File: config.mk
export PLATFORM = sky130hd
export DESIGN_NAME = alu_operand_mux_reg
export DESIGN_NICKNAME = d
export VERILOG_FILES = /design/src/rtl/alu_mux_pkg.sv /design/src/rtl/alu_mux_comb.sv /design/src/rtl/alu_operand_mux_reg.sv
export SDC_FILE = /design/constraint.sdc
export NUM_CORES = 1
export LEC_CHECK = 0
export ABC_CLOCK_PERIOD_IN_PS = 1400
export BUFFER_PORTS_ARGS = -buffer_cell sky130_fd_sc_hd__buf_2
export CAP_MARGIN = 20
export CORE_MARGIN = 2
export CORE_UTILIZATION = 38
export DETAILED_ROUTE_END_ITERATION = 6
export PLACE_DENSITY_LB_ADDON = 0.12
export SKIP_CTS_REPAIR_TIMING = 1
export SYNTH_ARGS = -nofsm -noshare
export SYNTH_HDL_FRONTEND = slang
export SYNTH_SLANG_ARGS = --single-unit
File: constraint.sdc
create_clock -name clk -period 1.4 [get_ports clk]
set_input_delay 0.14 -clock clk [delete_from_list [all_inputs] [get_ports clk]]
set_output_delay 0.14 -clock clk [all_outputs]
set_load 0.01 [all_outputs]
File: src/rtl/alu_mux_pkg.sv
// Shared definitions for the ALU operand selector: default sizes, named
// select codes for the ID/EX operand mux, and a select range helper.
package alu_mux_pkg;

   localparam int ALU_MUX_WIDTH_DFLT = 32;
   localparam int ALU_MUX_NIN_DFLT   = 4;
   localparam int ALU_MUX_SEL_W      = $clog2(ALU_MUX_NIN_DFLT);

   typedef logic [ALU_MUX_SEL_W-1:0] alu_sel_t;

   localparam alu_sel_t SEL_REG     = alu_sel_t'(0);
   localparam alu_sel_t SEL_IMM     = alu_sel_t'(1);
   localparam alu_sel_t SEL_FWD_EX  = alu_sel_t'(2);
   localparam alu_sel_t SEL_FWD_MEM = alu_sel_t'(3);

   // True when a select code addresses no physical input.
   function automatic logic sel_oob(input int sel, input int num_in);
      return (sel >= num_in);
   endfunction

endpackage

File: src/rtl/alu_mux_comb.sv
// Purely combinational N:1 operand mux. A select that addresses no input
// (possible when NUM_IN is not a power of 2) falls back to input 0.
module alu_mux_comb
   import alu_mux_pkg::*;
#(
   parameter int WIDTH  = ALU_MUX_WIDTH_DFLT,
   parameter int NUM_IN = ALU_MUX_NIN_DFLT,
   parameter int SEL_W  = $clog2(NUM_IN)
) (
   input  logic [NUM_IN*WIDTH-1:0] in_data,
   input  logic [SEL_W-1:0]        sel,
   output logic [WIDTH-1:0]        out_data
);

   // Input 0 is the default; any matching in-range index overrides it.
   always_comb begin
      out_data = in_data[WIDTH-1:0];
      for (int k = 1; k < NUM_IN; k++) begin
         if (int'(sel) == k) out_data = in_data[k*WIDTH +: WIDTH];
      end
   end

endmodule

File: src/rtl/alu_operand_mux_reg.sv
// ID/EX operand selector: N:1 mux followed by a single registered output
// stage with valid/ready handshake, stall (out_ready low) and flush.
// Optional build macro ALU_MUX_SELCHK_EN adds a sticky out-of-range select
// flag on sel_err; without it sel_err is tied low and no check exists.
module alu_operand_mux_reg
   import alu_mux_pkg::*;
#(
   parameter int WIDTH  = ALU_MUX_WIDTH_DFLT,
   parameter int NUM_IN = ALU_MUX_NIN_DFLT,
   parameter int SEL_W  = $clog2(NUM_IN)
) (
   input  logic                    clk,
   input  logic                    rst,
   input  logic                    in_valid,
   output logic                    in_ready,
   input  logic [NUM_IN*WIDTH-1:0] in_data,
   input  logic [SEL_W-1:0]        in_sel,
   input  logic                    flush,
   output logic                    out_valid,
   input  logic                    out_ready,
   output logic [WIDTH-1:0]        out_data,
   output logic [SEL_W-1:0]        out_sel,
   output logic                    sel_err
);

   logic             accept_p0;
   logic [WIDTH-1:0] data_p0;
   logic             vld_p1;
   logic [WIDTH-1:0] data_p1;
   logic [SEL_W-1:0] sel_p1;

   // ---- stage p0: select and handshake (combinational) ----
   alu_mux_comb #(
      .WIDTH  (WIDTH),
      .NUM_IN (NUM_IN),
      .SEL_W  (SEL_W)
   ) u_mux (
      .in_data  (in_data),
      .sel      (in_sel),
      .out_data (data_p0)
   );

   // The slot can take a new operand when empty or being drained, never during flush.
   assign in_ready  = !flush && (!vld_p1 || out_ready);
   assign accept_p0 = in_valid && in_ready;

   // ---- stage p1: registered operand ----
   // Occupancy: fill on accept, empty on flush or on drain without refill.
   always_ff @(posedge clk) begin
      if (rst) begin
         vld_p1 <= 1'b0;
      end else if (accept_p0) begin
         vld_p1 <= 1'b1;
      end else if (flush || out_ready) begin
         vld_p1 <= 1'b0;
      end
   end

   // Operand and its select code load only on accept and hold otherwise.
   always_ff @(posedge clk) begin
      if (rst) begin
         data_p1 <= '0;
         sel_p1  <= '0;
      end else if (accept_p0) begin
         data_p1 <= data_p0;
         sel_p1  <= in_sel;
      end
   end

`ifdef ALU_MUX_SELCHK_EN
   logic err_p1;

   // Sticky flag: set by an accepted out-of-range select, cleared only by reset.
   always_ff @(posedge clk) begin
      if (rst) begin
         err_p1 <= 1'b0;
      end else if (accept_p0 && sel_oob(int'(in_sel), NUM_IN)) begin
         err_p1 <= 1'b1;
      end
   end

   assign sel_err = err_p1;
`else
   assign sel_err = 1'b0;
`endif

   assign out_valid = vld_p1;
   assign out_data  = data_p1;
   assign out_sel   = sel_p1;

endmodule
==> summary.txt <==
Detailed routing
  – TritonRoute pass-1 iters: 4
  – Via-to-Cell Ratio: 5.155
  – Antenna Nets Post-Route: 0
  – Vias: 1933
  – Routed wire length: 5506 um
  – DRC viols: 0
  – DR WL/cell: 14.68 um
  – DR iter-0 viols: 60

Finish
  – Syn-to-layout area delta: 58.31%
  – Nets: 443
  – Filler cells: 417
  – Finished Core Util: 63.53%
  – Most frequent cells in the layout: 170 x buf_2, 35 x dfxtp_1, 32 x a22o_1, 29 x mux4_2, 12 x buf_4
  – # diodes: 0
  – Layout cells sized above 1: 73.38%
  – Commonest non-fill, non-tap cell in the layout: buf_2

Clocking
  – Clk_lat worst skew: 0.28 ns
  – H-Tree Depth: 2
  – TritonCTS clock tree: yes
  – Root buf cell: clkbuf_8
  – CTS Buffer Depth: 2
  – Reg clk slew, reported paths: 0.06 ns
  – Total CTS buffers: 5
  – Clock sink total: 35

STA
  – Final critical-path required period: 1.333 ns
  – Final setup fails: 0
  – Max Slew Vio Count: 0
  – Setup Skew: 0.002433 ns
  – Final Hold Vio Count: 0
  – Final period util: 95.19%
  – RSZ-0062 raised after global routing: no
  – Setup TNS: 0 ns
  – Peak Freq: 750.4 MHz

Hold path
  – Worst Hold Class: primary input to register

Synth
  – Ys flop type: dfxtp_1
  – FF+latch count, synth: 35
  – Syn avg cell area: 14.89 um2
  – Post-Synthesis Cells: 129
  – XOR/XNOR share of the synthesized area: 0%
  – Syn Nets: 264
  – Main combinational cell family by area after synthesis: multiplexers
  – Synth Area in Adders: 0%
  – Mapped Area: 1921 um2
  – Synth Area in Simple Gates: 2.606%
  – Synth cell types: 20
  – Seq/Total Area, Yosys: 36.48%
  – Post-synth ARST share: 0%
  – Mux cell area share after synthesis: 38.11%
  – Synth Warn #: 0
  – Synth Area in Compound Gates: 16.94%
  – Post-synth EDFFs: 0

Setup path
  – Data arrival, critical path: 1.19 ns
  – CP Capture Type: primary output
  – Crit Path Class: register to primary output
  – CP Launch Type: register
  – Crit-path max FO: 3
  – Critical Path RT: 1.26 ns

Run status
  – Status: complete, no violations

GRT
  – GR Overflow Total: 0
  – Number of global-route vias before repair: 1814
  – First-pass GRT wire length: 8024 um
  – Total Routing Usage GR: 18.94%
  – Largest net degree at the start of global routing: 27
  – Antenna violations before repair: 0

Power and ir drop
  – Overall power: 2.443 mW
  – VDD IR-drop max: 0.4141 mV
  – Power density over cell area: 803.4 nW/um2
  – Pleak: 1.515 nW

Placement
  – Buffers on Ports: 170
  – DP HPWL: 4516 um
  – RD Place Congestion: 0.8376

Floorplan
  – Initial core utilization: 40.13%
  – Die H: 75.09 um
  – Core area: 4786 um2
  – Full die area: 5639 um2
  – Die Span X: 75.09 um
  – Std cell rows: 25
  – I/O pin total: 172

Run
  – Number of max-cap violations: 0
==> power breakdown <==
group,leakage (nW),switching [mW],internal (mW),total (mW)
Clock,0.0470,0.332,0.385,0.717
Combinational,1.18,0.237,0.405,0.642
Sequential,0.286,0.0293,1.05,1.08
Total,1.52,0.598,1.84,2.44
==> state kept, by name (all words and copies together), names as in the netlist <==
register   cells
out_sel        2
out_data      32
out_valid      1
==> path summary, 6_finish.rpt <==
kind / startpoint / end / slack (ns) / cells past startpoint
max: out_valid$_SDFFE_PP0P_ / in_ready / 0.07 / 4
min: flush / out_valid$_SDFFE_PP0P_ / 0.20 / 3
min reg2reg: out_sel[0]$_SDFFE_PP0P_ / out_sel[0]$_SDFFE_PP0P_ / 0.47 / 2
max reg2reg: out_valid$_SDFFE_PP0P_ / out_data[30]$_SDFFE_PP0P_ / 0.09 / 5
==> cells by family (layout without fill, tap and decap cells) <==
group           Yosys count  after routing
compound gates           38             38
buf+inv                  17            196
flops                    35             35
mux                      32             32
other cells               1              1
simple gates              6              6
==> final cells by class <==
type	count	area (um2)	share of cell area [%]
Multi-Input combinational cell	77	1120	36.83
Timing Repair Buffer	187	1041	34.24
Sequential cell	35	700.7	23.05
Tap cell	67	83.83	2.757
Clock buffer	6	82.58	2.716
Inverter	2	7.507	0.2469
Clock inverter	1	5.005	0.1646
==> worst max-delay path, stage by stage (launching register included) <==
cell	delay (ns)
dfxtp_1	0.32
nor2b_1	0.25
buf_4	0.18
nor2_1	0.03
buf_2	0.13
==> routing by layer <==
layer | wire length (um) | GRT usage, % | part of all wire [%]
met4 | 106 | 8.730 | 1.9
met3 | 559 | 5.489 | 10
met1 | 2061 | 22.08 | 37
met2 | 2779 | 32.16 | 50
met5 | 0 | 0 | 0
==> cell usage after synthesis, types with 2 or more instances <==
cell	count	share of area, %
o31ai_1	2	0.78
buf_2	9	2.3
a22o_1	32	15
mux4_1	3	4.1
nand4_1	2	0.65
buf_6	4	2.3
dfxtp_1	35	36
a21oi_1	2	0.52
mux4_2	29	34
==> metrics by stage <==
step                      area (um2)  hold WS, ns  cells  worst slack, ns
final                           3040       0.1980    375          0.06738
after global routing            3040       0.1912    375         0.002901
after CTS                       3025       0.1904    373         -0.04119
after detailed placement        2938       0.4573    366         -0.04367
after global placement          2938       0.4562    366        -0.003128
after floorplan                 1921       0.2091    129           0.1639
No activity file was read; power rests on OpenSTA's default activity.
